$ cat config.mk
export PLATFORM = sky130hd
export DESIGN_NAME = quad_scan_ctrl
export DESIGN_NICKNAME = d
export VERILOG_FILES = /design/src/rtl/quad_scan_pkg.sv /design/src/rtl/quad_step_decode.sv /design/src/rtl/quad_scan_ctrl.sv
export SDC_FILE = /design/constraint.sdc
export NUM_CORES = 1
export LEC_CHECK = 0
export BUFFER_PORTS_ARGS = -buffer_cell sky130_fd_sc_hd__buf_4
export CAP_MARGIN = 0
export CORE_ASPECT_RATIO = 0.75
export CORE_UTILIZATION = 25
export DETAILED_ROUTE_END_ITERATION = 10
export MAX_ROUTING_LAYER = met4
export PLACE_DENSITY = 0.42
export SKIP_LAST_GASP = 1
export SYNTH_ARGS = -nofsm -noshare
export SYNTH_HDL_FRONTEND = slang
export SYNTH_SLANG_ARGS = --single-unit
$ cat constraint.sdc
create_clock -name clk -period 3.76 [get_ports clk]
set_input_delay 0.752 -clock clk [delete_from_list [all_inputs] [get_ports clk]]
set_output_delay 0.752 -clock clk [all_outputs]
set_load 0.03 [all_outputs]
$ cat src/rtl/quad_scan_pkg.sv
// Shared types and helpers for the quadrature scan controller.
package quad_scan_pkg;

    // Scheduler states: waiting for a sample tick, or walking the channels.
    typedef enum logic [0:0] {
        ST_IDLE = 1'b0,
        ST_SCAN = 1'b1
    } scan_state_t;

    // Each detent of the encoder produces four edges; the reported count
    // drops these low bits of the edge total.
    localparam int EDGES_PER_CLICK_SHIFT = 2;

    // Index width able to address n items, never narrower than one bit.
    function automatic int ch_width(input int n);
        if (n <= 1) begin
            return 1;
        end else begin
            return $clog2(n);
        end
    endfunction

endpackage

$ cat src/rtl/quad_step_decode.sv
// Combinational quadrature step decoder shared by all channels of the
// scanner. Compares the current A/B sample against the previous one.
module quad_step_decode (
    input  logic a,
    input  logic b,
    input  logic a_prev,
    input  logic b_prev,
    output logic en,
    output logic dir,
    output logic illegal
);

    // Exactly one phase moved -> a valid step; both moved -> lost edge.
    always_comb begin
        en      = a ^ a_prev ^ b ^ b_prev;
        dir     = a ^ b_prev;
        illegal = (a ^ a_prev) & (b ^ b_prev);
    end

endmodule

$ cat src/rtl/quad_scan_ctrl.sv
// Round-robin quadrature scanner: one step decoder is time-shared across
// NUM_CH encoders on a prescaled sample tick. Per-channel edge totals,
// previous phase state and status flags live in a small register file that
// the host reads through a request/acknowledge port and zeroes through a
// per-channel clear port.
module quad_scan_ctrl
    import quad_scan_pkg::*;
#(
    parameter int NUM_CH   = 4,
    parameter int CNT_W    = 8,
    parameter int PRESCALE = 50,
    parameter int CH_W     = ch_width(NUM_CH)
) (
    input  logic              clk,
    input  logic              reset,
    input  logic [NUM_CH-1:0] quadA,
    input  logic [NUM_CH-1:0] quadB,
    input  logic              rd_req,
    input  logic [CH_W-1:0]   rd_ch,
    output logic              rd_ack,
    output logic [CNT_W-1:0]  rd_data,
    output logic              rd_err,
    input  logic              clr_req,
    input  logic [CH_W-1:0]   clr_ch,
    output logic [NUM_CH-1:0] changed,
    output logic              busy,
    output logic              overrun
);

    localparam int SHIFT = EDGES_PER_CLICK_SHIFT;
    localparam int TOT_W = CNT_W + SHIFT;
    localparam int PS_W  = ch_width(PRESCALE);

    localparam logic [PS_W-1:0] PS_LAST = PS_W'(PRESCALE - 1);
    localparam logic [CH_W-1:0] LAST_CH = CH_W'(NUM_CH - 1);

    // Input synchronizers
    logic [NUM_CH-1:0] qa_meta_r, qa_sync_r;
    logic [NUM_CH-1:0] qb_meta_r, qb_sync_r;

    // Prescaler
    logic [PS_W-1:0] presc_r;
    logic            tick_s;

    // Scheduler
    scan_state_t       state_r;
    logic [CH_W-1:0]   ch_idx_r;
    logic              primed_r;
    logic              busy_r;
    logic              overrun_r;
    logic [NUM_CH-1:0] snap_a_r, snap_b_r;

    // Register file
    logic [TOT_W-1:0]  total_r     [NUM_CH];
    logic [TOT_W-1:0]  total_nxt_s [NUM_CH];
    logic [NUM_CH-1:0] prev_a_r, prev_b_r, err_r, changed_r;
    logic [NUM_CH-1:0] prev_a_nxt_s, prev_b_nxt_s, err_nxt_s, changed_nxt_s;
    logic [NUM_CH-1:0] scan_slot_s, clr_hit_s, rd_hit_s, chg_set_s;

    // Shared decoder datapath
    logic             cur_a_s, cur_b_s, cur_pa_s, cur_pb_s;
    logic             dec_en_s, dec_dir_s, dec_illegal_s;
    logic             count_step_s, err_step_s;
    logic [TOT_W-1:0] step_delta_s;

    // Read port
    logic             rd_ack_r, rd_err_r;
    logic [CNT_W-1:0] rd_data_r;
    logic [CNT_W-1:0] rd_count_s;
    logic             rd_err_s;

    // Two-flop synchronizer for the asynchronous encoder phases.
    always_ff @(posedge clk or negedge reset) begin
        if (!reset) begin
            qa_meta_r <= '0;
            qa_sync_r <= '0;
            qb_meta_r <= '0;
            qb_sync_r <= '0;
        end else begin
            qa_meta_r <= quadA;
            qa_sync_r <= qa_meta_r;
            qb_meta_r <= quadB;
            qb_sync_r <= qb_meta_r;
        end
    end

    // Free-running sample prescaler, wrapping at PRESCALE-1.
    always_ff @(posedge clk or negedge reset) begin
        if (!reset) begin
            presc_r <= '0;
        end else if (presc_r == PS_LAST) begin
            presc_r <= '0;
        end else begin
            presc_r <= presc_r + PS_W'(1);
        end
    end

    assign tick_s = (presc_r == PS_LAST);

    // Scan scheduler: snapshot on a tick, then one channel per cycle.
    always_ff @(posedge clk or negedge reset) begin
        if (!reset) begin
            state_r   <= ST_IDLE;
            ch_idx_r  <= '0;
            primed_r  <= 1'b0;
            busy_r    <= 1'b0;
            overrun_r <= 1'b0;
            snap_a_r  <= '0;
            snap_b_r  <= '0;
        end else begin
            case (state_r)
                ST_IDLE: begin
                    if (tick_s) begin
                        snap_a_r <= qa_sync_r;
                        snap_b_r <= qb_sync_r;
                        ch_idx_r <= '0;
                        state_r  <= ST_SCAN;
                        busy_r   <= 1'b1;
                    end
                end
                ST_SCAN: begin
                    // A tick cannot be serviced mid-scan; it is dropped.
                    if (tick_s) begin
                        overrun_r <= 1'b1;
                    end
                    if (ch_idx_r == LAST_CH) begin
                        state_r  <= ST_IDLE;
                        busy_r   <= 1'b0;
                        primed_r <= 1'b1;
                        ch_idx_r <= '0;
                    end else begin
                        ch_idx_r <= ch_idx_r + CH_W'(1);
                    end
                end
                default: begin
                    state_r  <= ST_IDLE;
                    busy_r   <= 1'b0;
                    ch_idx_r <= '0;
                end
            endcase
        end
    end

    // Route the channel under scan into the shared decoder.
    always_comb begin
        cur_a_s  = 1'b0;
        cur_b_s  = 1'b0;
        cur_pa_s = 1'b0;
        cur_pb_s = 1'b0;
        for (int i = 0; i < NUM_CH; i++) begin
            cur_a_s  = (ch_idx_r == CH_W'(i)) ? snap_a_r[i] : cur_a_s;
            cur_b_s  = (ch_idx_r == CH_W'(i)) ? snap_b_r[i] : cur_b_s;
            cur_pa_s = (ch_idx_r == CH_W'(i)) ? prev_a_r[i] : cur_pa_s;
            cur_pb_s = (ch_idx_r == CH_W'(i)) ? prev_b_r[i] : cur_pb_s;
        end
    end

    quad_step_decode u_decode (
        .a       (cur_a_s),
        .b       (cur_b_s),
        .a_prev  (cur_pa_s),
        .b_prev  (cur_pb_s),
        .en      (dec_en_s),
        .dir     (dec_dir_s),
        .illegal (dec_illegal_s)
    );

    // Until one full scan has loaded prev, the decoder output is meaningless.
    always_comb begin
        count_step_s = primed_r & dec_en_s;
        err_step_s   = primed_r & dec_illegal_s;
        step_delta_s = dec_dir_s ? TOT_W'(1) : {TOT_W{1'b1}};
    end

    // Per-channel hit decode for scan slot, clear and read.
    always_comb begin
        scan_slot_s = '0;
        clr_hit_s   = '0;
        rd_hit_s    = '0;
        for (int i = 0; i < NUM_CH; i++) begin
            scan_slot_s[i] = (state_r == ST_SCAN) && (ch_idx_r == CH_W'(i));
            clr_hit_s[i]   = clr_req && (clr_ch == CH_W'(i));
            rd_hit_s[i]    = rd_req && (rd_ch == CH_W'(i));
        end
    end

    // Register-file next state: clear beats scan update, set beats read-clear.
    always_comb begin
        chg_set_s     = '0;
        prev_a_nxt_s  = prev_a_r;
        prev_b_nxt_s  = prev_b_r;
        err_nxt_s     = err_r;
        changed_nxt_s = changed_r;
        for (int i = 0; i < NUM_CH; i++) begin
            total_nxt_s[i] = total_r[i];
            if (clr_hit_s[i]) begin
                total_nxt_s[i] = '0;
                chg_set_s[i]   = |total_r[i][TOT_W-1:SHIFT];
            end else if (scan_slot_s[i] && count_step_s) begin
                total_nxt_s[i] = total_r[i] + step_delta_s;
                chg_set_s[i]   = ((total_r[i] + step_delta_s) >> SHIFT)
                                 != (total_r[i] >> SHIFT);
            end else begin
                total_nxt_s[i] = total_r[i];
                chg_set_s[i]   = 1'b0;
            end
            // prev tracks the snapshot even when the count update is discarded.
            prev_a_nxt_s[i]  = scan_slot_s[i] ? snap_a_r[i] : prev_a_r[i];
            prev_b_nxt_s[i]  = scan_slot_s[i] ? snap_b_r[i] : prev_b_r[i];
            err_nxt_s[i]     = (scan_slot_s[i] & err_step_s) | (err_r[i] & ~rd_hit_s[i]);
            changed_nxt_s[i] = chg_set_s[i] | (changed_r[i] & ~rd_hit_s[i]);
        end
    end

    // Register-file state update.
    always_ff @(posedge clk or negedge reset) begin
        if (!reset) begin
            for (int i = 0; i < NUM_CH; i++) begin
                total_r[i] <= '0;
            end
            prev_a_r  <= '0;
            prev_b_r  <= '0;
            err_r     <= '0;
            changed_r <= '0;
        end else begin
            for (int i = 0; i < NUM_CH; i++) begin
                total_r[i] <= total_nxt_s[i];
            end
            prev_a_r  <= prev_a_nxt_s;
            prev_b_r  <= prev_b_nxt_s;
            err_r     <= err_nxt_s;
            changed_r <= changed_nxt_s;
        end
    end

    // Read mux over pre-update state; out-of-range channels read as zero.
    always_comb begin
        rd_count_s = '0;
        rd_err_s   = 1'b0;
        for (int i = 0; i < NUM_CH; i++) begin
            rd_count_s = (rd_ch == CH_W'(i)) ? total_r[i][TOT_W-1:SHIFT] : rd_count_s;
            rd_err_s   = (rd_ch == CH_W'(i)) ? err_r[i] : rd_err_s;
        end
    end

    // Read response register: one acknowledge per request, next cycle.
    always_ff @(posedge clk or negedge reset) begin
        if (!reset) begin
            rd_ack_r  <= 1'b0;
            rd_data_r <= '0;
            rd_err_r  <= 1'b0;
        end else begin
            rd_ack_r <= rd_req;
            if (rd_req) begin
                rd_data_r <= rd_count_s;
                rd_err_r  <= rd_err_s;
            end else begin
                rd_data_r <= '0;
                rd_err_r  <= 1'b0;
            end
        end
    end

    assign rd_ack  = rd_ack_r;
    assign rd_data = rd_data_r;
    assign rd_err  = rd_err_r;
    assign changed = changed_r;
    assign busy    = busy_r;
    assign overrun = overrun_r;

endmodule

# After elaboration in Yosys (flattened, before gate mapping)
# Index checks and enable logic that the tools add are counted.
dict set report op_classes {
  n_addsub 6
  eq_ne 16
  muxes 53
  bitwise_logic 33
  reduce_logical 31
}
# operator n
set ops {}
lappend ops {{2-to-1 mux 10 bit} 9}
lappend ops {{adder 10 bit} 4}
lappend ops {{2-to-1 mux 8 bit} 5}
lappend ops {{2-to-1 mux 1 bit} 33}
lappend ops {{inequality test 8 bit} 4}
lappend ops {{OR reduction 8 bit} 4}
lappend ops {{logical AND 1 bit} 16}
lappend ops {{AND 1 bit} 15}
lappend ops {{== test 2 bit, second input constant} 6}
lappend ops {{OR 1 bit} 8}
lappend ops {{AND reduction 2 bit} 4}
lappend ops {{nonzero test 2 bit} 4}
lappend ops {{adder 6 x 1 -> 6 bit, second input constant} 1}
lappend ops {{== test 2 x 1 -> 1 bit, second input constant} 3}
lappend ops {{== test 6 bit, second input constant} 1}
lappend ops {{logical NOT 2 bit} 3}
lappend ops {{2-to-1 mux 6 bit} 1}
lappend ops {{inverter 1 bit} 5}
lappend ops {{XOR 1 bit} 5}
lappend ops {{2-to-1 mux 2 bit} 2}
lappend ops {{case mux 1 bit (2 select lines)} 2}
lappend ops {{case mux 2 bit (2 select lines)} 1}
lappend ops {{adder 2 x 1 -> 2 bit, second input constant} 1}
lappend ops {{inequality test 2 x 1 -> 1 bit, second input constant} 1}
lappend ops {{inequality test 2 bit, second input constant} 1}
dict set report word_totals {
  register_bits 102
  output_inout_bits 16
  word_cells 168
}

# Longest topological paths before layout
# Gate-level depths: netlist of run 1.
dict set report depth {
  ltp_word 13
  ltp_mapped 17
  mapped_depth_nobuf 14
}

# Cells and area by module
# A second synthesis of run 1 with hierarchy kept.
dict set report hier_totals {
  hier_cells 692
  hier_area_um2 6730.2
}
# module n_inst cells_per_inst area_each_um2 seq_area_each_um2
set modules_own_cells {}
lappend modules_own_cells {quad_scan_ctrl 1 687 6691.4 2552.4}
lappend modules_own_cells {quad_step_decode 1 5 38.8 0.0}

# Worst setup path before layout of run 1
# Ideal clock, no wire load.
dict set report synth_timing {
  path_type {register to register}
  from {register ch_idx_r[1]}
  to {register total_r[6] (netlist bit)}
  setup_ns 0.120
  t_arrival_ns 3.448
  slack_ns 0.192
  path_stages_with_launch 17
  path_buffers 3
  period_less_slack_ns 3.568
  path_cell_list {dfrtp_1 inv_1 ha_1 buf_6 nand3b_1 and3_1 or3_1 clkbuf_1 nand2_1 buf_2 xnor2_1 ha_1 or4_1 or4_1 o22ai_1 a21oi_1 a31o_2}
}
dict set report synth_between {
  elab_chain_len 11
}
# item line
set synth_lines {}
lappend synth_lines {{start, declared} quad_scan_ctrl.sv:47} ;# logic [CH_W-1:0] ch_idx_r;
lappend synth_lines {{start signal, assigned} quad_scan_ctrl.sv:132} ;# ch_idx_r <= ch_idx_r + CH_W'(1);
lappend synth_lines {{branches (longest 11 deep; another with adder 10 bit)} -}
lappend synth_lines {{end signal, assigned by index} quad_scan_ctrl.sv:227} ;# total_r[i] <= total_nxt_s[i];
lappend synth_lines {{end, declared} quad_scan_ctrl.sv:54} ;# logic [TOT_W-1:0] total_r [NUM_CH];
# Parallel ways; which one is timed is not known. The select of a mux whose other input is x is not followed.
# A chain may end at the register's enable or synchronous reset.

# Final worst setup path of run 1
# Same ends and word-level chain as after synthesis.

==> results.cfg, run 1 <==
[floorplanning]
die_x_um = 174
die-area_um2 = 22800
core_um2 = 21400
rows = 46
num_io_pins = 32
start_util = 0.259
die_h_um = 131

[timing]
relSlewSlack = 0.438
fin_crit_sh = 0.929
hold_violations = 0
period_needed_ns = 3.49
report.final.slew_viol_count = 0
skew_ns = 0.00787
rsz0062_at_grt = false
timing.fmax_mhz = 286
finalSetupViolCount = 0
setup_tns_ns = 0
worst_slew_pin_slew_ns = 0.840

[grt]
grt_pass1_wl_mm = 24.6
grt_max_degree = 56
globalRouteTotalUtil = 0.144
grt_pass1_vias = 4284
antenna_found_initial = 0
overflow = 0

[clocking]
cts_root_buffer = clkbuf_16
hold_buffers = 0
clk_pin_slew_ns = 0.07
post-cts-setup-buffers = 0
cts_max_path_buffers = 2
clock_sinks = 102
htreeDepth = 3
clk_latency_ns = 0.36
cts_tree = yes
cts-resized-gates = 0
cts_made_buffers = 9

[power]
p_leak_uw = 0.00282
p_per_area_nw_per_um2 = 343
ir_drop_mv = 0.209
total_power_uw = 2200

[detailed_routing]
vias = 4340
vias_per_cell = 4.95
drc = 0
routed_wl_mm = 14.8
dr.pass1.iters = 7
drtIter0Drc = 404
wl_per_cell_um = 16.9
antenna_left = 0

[synth]
ys_top_cells_by_area = dfrtp_1 (46%), nand2_1 (3.8%), mux4_2 (3.7%)
syn_nets = 586
synth-warning-count = 0
ys_seq_elements = 102
syn_area_um2 = 5540
synth_most_common_cell = dfrtp_1
syn_area_per_cell_um2 = 9.90
synthFlopType = dfrtp_1
yosys-top-cells-count = dfrtp_1 (102), nand2_1 (56), nor2_1 (49), a21oi_1 (25), nand3_1 (25)
yosysTopAreaCell = dfrtp_1
synth_edf_count = 0
synth_cell_types = 60
ys_seq_area_frac = 0.460
async_reset_ff_frac = 1.00
yosysTopAreaCellShare = 0.460
syn-instance-count = 560

[worst_setup_path]
crit_path_start_kind = flip-flop
cp-end-kind = flip-flop
crit_type = reg2reg
cp_top_family = simple AND/OR/NAND/NOR gates
crit_arrival_ns = 3.74
slowest_stage = or4_1
cp_num_buf_inv = 1
max_stage_delay_ns = 0.43
crit_path_max_fanout = 11
crit_path_cell_trace = inv_1, ha_2, nand2_1, and3_1, or3_1, nand2_1, xnor2_1, ha_1, or4_1, or4_1, o22ai_1, a21oi_1, a31o_2
critPathRequiredTime_ns = 4.01

[placed_design]
place.gp.congestion = 0.853
port_buffers = 31
dp.cells = 860
dpl_cell_area_um2 = 6090
dp_hpwl_mm = 10.8

[layout]
areaGrowthSynthToFinish_pct = 15.7
final_cells = 876
diodes = 0
post-route-util = 0.300
stdcell_area_um2 = 6410
nets = 609
drive_above_1_share = 0.204

[job]
cap_violations = 0

[outcome]
status = completed

[min_path]
hp-class = reg2reg
[registers in the layout, summed over array words and instances, names as in the netlist, 2 cells and up]
register,flops
rd_data,8
qb_meta_r,4
snap_b_r,4
err_r,4
changed,4
total_r,40
qb_sync_r,4
ch_idx_r,2
snap_a_r,4
prev_a_r,4
prev_b_r,4
presc_r,6
qa_sync_r,4
qa_meta_r,4
[final timing paths]
| path | startpoint | endpoint | slack [ns] | cells past startpoint |
|---|---|---|---|---|
| max | ch_idx_r[1] | total_r[6] | 0.27 | 13 |
| min reg2reg | qb_meta_r[2] | qb_sync_r[2] | 0.35 | 0 |
| min | qb_meta_r[2] | qb_sync_r[2] | 0.35 | 0 |
| max in group asynchronous | reset | total_r[35] | 2.59 | 2 |
| min in group asynchronous | reset | qa_meta_r[3] | 0.42 | 1 |
| max reg2reg | ch_idx_r[1] | total_r[6] | 0.27 | 13 |
[cell families after synthesis]
logic type               synth area share
multiplexers                       0.0907
AND/OR/NAND/NOR                     0.196
XOR/XNOR                           0.0253
AO/OA/AOI/OAI                       0.165
flip-flops                          0.460
buffers and inverters              0.0404
adder cells (fa/ha/maj)            0.0226
[layer usage]
layer,track usage,vias up,routed length [um]
met4,0.0433,0,195
met5,-,-,0
met1,0.203,2103,7720
met3,0.0292,12,704
met2,0.205,131,6190
li1,-,2094,-
[power by group]
group	switching, uW	internal [uW]	leakage (uW)
Clock	459	530	0.000147
Sequential	5.18	1110	0.00138
Combinational	63.5	32.5	0.00130
[cell type report]
type	count	area, um^2
clock buffers	10	229
flip-flops and latches	102	2550
inverters	16	60.1
clock inverters	6	77.6
well taps	288	360
multi-input cells	409	2780
fillers	2231	15000
repair buffers	45	350
[layout by cell type, fill, tap and decap left out, types with 3 or more instances in the layout]
cell type / Yosys / routed
a221oi_1: 4 / 4
or4_1: 7 / 7
or2_2: 4 / 4
ha_2: 0 / 4
or3_1: 11 / 11
a31o_2: 15 / 15
nand4_1: 10 / 10
nor3_1: 12 / 12
o211ai_1: 3 / 3
o22ai_1: 14 / 14
mux2i_1: 12 / 12
a211oi_1: 4 / 4
dfrtp_1: 102 / 102
and2_1: 9 / 9
nor4b_1: 3 / 3
o211a_1: 3 / 3
inv_1: 16 / 16
a21oi_1: 25 / 25
buf_4: 1 / 44
o31ai_1: 5 / 5
mux4_2: 9 / 9
nand3_1: 25 / 25
mux2_2: 16 / 16
o21ai_1: 3 / 3
nor4_1: 3 / 3
nor2_1: 49 / 49
and3_1: 3 / 3
a21oi_2: 3 / 3
nand3b_1: 5 / 5
xnor2_1: 15 / 15
ha_1: 10 / 6
a21o_1: 6 / 6
nand2b_1: 9 / 9
clkbuf_16: 0 / 9
nand2_1: 56 / 56
o21ai_0: 24 / 24
o32ai_1: 3 / 3
[through the flow]
stage | setup slack [ns] | hold slack [ns]
6_report | 0.268 | 0.350
4_1_cts | 0.150 | 0.352
5_1_grt | 0.00442 | 0.359
3_5_place_dp | 0.175 | 0.335
2_1_floorplan | 0.192 | 0.331
3_3_place_gp | 0.310 | 0.333
[worst reg2reg max path: cells and delay by family (launching register included)]
kind                     cells  cell delay (ns)
AND/OR/NAND/NOR              6             1.69
adder cells (fa/ha/maj)      2             0.55
AO/OA/AOI/OAI                3             0.52
flip-flops                   1             0.41
buffers and inverters        1             0.12
XOR/XNOR                     1             0.09
Note: power is estimated with default switching activity, not from simulation.
==> run 2, diff against run 1 <==
clock period = 2.8 ns   (was 3.76 ns; I/O delays follow)
==> results.cfg, run 2 (synthesis gave the netlist of run 1 again) <==
[power]
p_leak_uw = 0.00322
seqPwrFrac = 0.517
p_per_area_nw_per_um2 = 382
comb_power_share = 0.048
p_sw_uw = 728
ir_drop_mv = 0.272
swShare = 0.252
power_frac_clock = 0.434
p_int_uw = 2160

[detailed_routing]
antenna_left = 0
vias = 4720
routed_wl_mm = 16.6
drtIter0Drc = 329
dr.pass1.iters = 5
wl_per_cell_um = 17.7
vias_per_cell = 5.03
drc = 0

[timing]
worst_slew_pin_slew_ns = 0.548
fin_crit_sh = 1.12
relSlewSlack = 0.635
hold_violations = 0
finalWorstSetupSlack_ns = -0.337
hold_ws_ns = 0.178
period_needed_ns = 3.14
finalSetupViolCount = 44
timing.fmax_mhz = 319
rsz0062_at_grt = true
skew_ns = 0.00933
report.final.slew_viol_count = 0

[layout]
final_cells = 938
drive_above_1_share = 0.389
top_register = total_r
nets = 671
diodes = 0
final_cell_mix = dfrtp_1 (100), buf_4 (84), nand2_1 (55)
largest_reg_flops = 40
stdcell_area_um2 = 7560
areaGrowthSynthToFinish_pct = 36.4
layout_commonest_cell = dfrtp_1
post-route-util = 0.353

[grt]
antenna_found_initial = 0
grt_pass1_wl_mm = 26.2
grt_max_degree = 46
globalRouteTotalUtil = 0.154
overflow = 0
grt_pass1_vias = 4579

[placed_design]
port_buffers = 31
dp.cells = 899
dpl_cell_area_um2 = 6560
place.gp.congestion = 0.848
dp_hpwl_mm = 11.3
pre_cts_ws_ns = -0.438

[outcome]
status = finished with violations
violations = negative setup slack

[clocking]
clk_pin_slew_ns = 0.08
cts_max_path_buffers = 2
clk_latency_ns = 0.36
htreeDepth = 3
clock_sinks = 102
cts_root_buffer = clkbuf_16
cts_tree = yes
cts_made_buffers = 9

[worst_setup_path]
critPathRequiredTime_ns = 3.05
crit_type = reg2reg
crit_start = ch_idx_r[1]
crit_arrival_ns = 3.38
crit_path_max_fanout = 6
reg2reg_from = ch_idx_r[1]
cp-end-kind = flip-flop
crit_path_start_kind = flip-flop

[floorplanning]
die_x_um = 174
die-area_um2 = 22800
num_io_pins = 32
core_um2 = 21400
die_h_um = 131
start_util = 0.259
rows = 46

[min_path]
hp-class = in2async

[job]
cap_violations = 0
[run 2: layout make-up]
class | instances | area, um^2
clock buffer | 9 | 225
tap | 288 | 360
timing repair buffer | 107 | 967
inverter | 16 | 62.6
multi-input combinational | 409 | 3320
fill | 2160 | 13800
sequential | 102 | 2550
clock inverter | 7 | 67.6
[run 2: worst max-delay path, stage by stage (launching register included)]
cell,delay (ns)
dfrtp_2,0.42
inv_2,0.09
ha_4,0.19
nand3b_1,0.18
and3_4,0.18
or3_4,0.38
nand2_4,0.09
xnor2_2,0.06
ha_2,0.18
or4_4,0.41
or4_4,0.44
o22ai_4,0.13
a21oi_2,0.07
a31o_2,0.20
[run 2: power groups by stage]
stage | clock (uW) | sequential [uW] | combinational (uW)
5_1_grt | 1360 | 1500 | 155
2_1_floorplan | 0 | 1530 | 48.9
3_5_place_dp | 0 | 1530 | 139
6_report | 1260 | 1500 | 140
4_1_cts | 1310 | 1500 | 141
3_3_place_gp | 0 | 1530 | 137
[run 2: worst paths after layout]
check	slack, ns	depth (start not counted)	endpoint
worst max register to register	-0.34	13	total_r[6]
max in group asynchronous	1.91	2	rd_data[0]
worst min-delay path	0.18	1	qb_meta_r[0]
min in group clk	0.30	1	qa_meta_r[2]
worst max-delay path	-0.34	13	total_r[6]
worst min register to register	0.35	0	qb_sync_r[2]
[run 2: repair_timing]
action / 4_1_cts / 5_1_grt
hold endpoints to repair: 0 / 0
hold buffers: 0 / 0
pin swaps: 17 / 10
gates resized for setup: 51 / 57
setup buffers: 18 / 5
cloned: 3 / 0
endpoints found under the setup margin: 44 / 44
[run 2: per-layer routing]
metal / track usage / vias to the layer above / share of wire
met3: 0.0315 / 14 / 0.047
met4: 0.0408 / 0 / 0.012
met5: - / - / 0
li1: - / 2215 / -
met2: 0.223 / 114 / 0.44
met1: 0.216 / 2377 / 0.50
[run 2: stage by stage]
stage	total power (uW)	setup TNS, ns
finish	2890	-7.13
global route	3020	-12.53
CTS	2940	-7.11
detailed placement	1660	-7.79
global placement	1660	-5.34
floorplan	1580	-3.55
==> run 3, diff against run 2 <==
SETUP_SLACK_MARGIN = 0.5   (was unset)
==> results.cfg, run 3 (synthesis gave the netlist of run 1 again) <==
[detailed_routing]
routed_wl_mm = 16.8
drc = 0
vias = 4791
wl_per_cell_um = 17.6
antenna_left = 0
dr.pass1.iters = 5
vias_per_cell = 5.02
drtIter0Drc = 355

[worst_setup_path]
crit_path_cell_trace = inv_4, ha_4, nor3b_4, a211oi_2, or3_4, nand2_4, xnor2_1, ha_2, or4_4, or4_1, o22ai_2, a21oi_1, a31o_2
crit_arrival_ns = 3.44
crit_path_start_kind = flip-flop
crit_type = reg2reg
max_stage_delay_ns = 0.48
crit_path_max_fanout = 6
cp_num_buf_inv = 1
cp-end-kind = flip-flop
slowest_stage = dfrtp_2
critPathRequiredTime_ns = 3.05
cp_top_family = simple AND/OR/NAND/NOR gates

[outcome]
status = finished with violations
violations = negative setup slack

[clocking]
cts_tree = yes
clk_latency_ns = 0.36
clock_sinks = 102
clk_pin_slew_ns = 0.08
cts_root_buffer = clkbuf_16
cts_max_path_buffers = 2
cts_made_buffers = 9
htreeDepth = 3

[placed_design]
place.gp.congestion = 0.858
dpl_cell_area_um2 = 6670
dp_hpwl_mm = 11.8
port_buffers = 31
pre_cts_ws_ns = -0.473

[timing]
rsz0062_at_grt = true
period_needed_ns = 3.19
finalWorstSetupSlack_ns = -0.389
report.final.slew_viol_count = 0
worst_slew_pin_slew_ns = 0.795
fin_crit_sh = 1.14
relSlewSlack = 0.468
finalSetupViolCount = 32
skew_ns = 0.00681
timing.fmax_mhz = 314
hold_violations = 0

[grt]
overflow = 0
grt_pass1_vias = 4715
antenna_found_initial = 0
globalRouteTotalUtil = 0.160
grt_pass1_wl_mm = 27.2
grt_max_degree = 55

[power]
total_power_uw = 2920
p_per_area_nw_per_um2 = 385
p_leak_uw = 0.00331
ir_drop_mv = 0.275

[min_path]
hp-class = in2async

[floorplanning]
start_util = 0.259
die-area_um2 = 22800
num_io_pins = 32
die_x_um = 174
die_h_um = 131
rows = 46
core_um2 = 21400

[layout]
stdcell_area_um2 = 7580
final_cell_mix = buf_4 (101), dfrtp_1 (100), nand2_1 (54)
diodes = 0
areaGrowthSynthToFinish_pct = 36.7
layout_commonest_cell = buf_4
top_register = total_r
fill_cells = 2195
nets = 688
post-route-util = 0.354
largest_reg_flops = 40
drive_above_1_share = 0.390

[job]
cap_violations = 0
==> run 3: changes by cell type in the layout (fill, tap and decap cells not counted), moves of 4 or more <==
cell     delta
a21oi_1     +4
a21oi_4     -4
buf_4      +17
o21ai_0     -4
o22ai_2     +4
==> run 3: what timing repair did <==
| item | 4_1_cts | 5_1_grt |
|---|---|---|
| pin swaps | 10 | 18 |
| buffers inserted | 13 | 13 |
| gates cloned | 3 | 0 |
| gates resized for setup | 44 | 32 |
| endpoints found under the setup margin | 48 | 48 |
| hold buffers | 0 | 0 |
==> run 3: area by class of cell <==
class | instances | area [um^2] | area share
multi-input cells | 410 | 3180 | 0.420
flip-flops and latches | 102 | 2550 | 0.337
repair buffers | 123 | 1110 | 0.146
well taps | 288 | 360 | 0.0476
clock buffers | 9 | 225 | 0.0297
clock inverters | 7 | 77.6 | 0.0102
inverters | 16 | 65.1 | 0.00859
==> run 3: path summary, 6_finish.rpt <==
kind,from,to,slack (ns),cells after the start
worst min register to register,qb_meta_r[3],qb_sync_r[3],0.35,0
worst max register to register,ch_idx_r[0],total_r[6],-0.39,13
worst min-delay path,reset,qa_sync_r[3],0.14,1
worst max-delay path,ch_idx_r[0],total_r[6],-0.39,13
max in group asynchronous,reset,total_r[33],2.00,2
min in group clk,quadB[2],qb_meta_r[2],0.30,1
==> run 3: where the power goes <==
group | internal, uW | total (uW) | leakage [uW] | switching, uW
Clock | 634 | 1290 | 0.000144 | 653
Combinational | 48.1 | 137 | 0.00180 | 88.8
Sequential | 1490 | 1500 | 0.00137 | 7.03
==> run 3: routing by layer <==
layer,vias up,wire length [um],track usage
li1,2246,-,-
met1,2404,8360,0.228
met2,126,7460,0.233
met3,15,759,0.0252
met4,0,203,0.0444
met5,-,0,-
==> run 3: per-stage QoR <==
step	TNS, ns	hold WS (ns)	std cells
floorplan	-3.48	0.264	560
global placement	-5.87	0.333	910
detailed placement	-8.06	0.336	910
CTS	-4.54	0.152	942
global route	-9.06	0.163	955
finish	-3.74	0.140	955
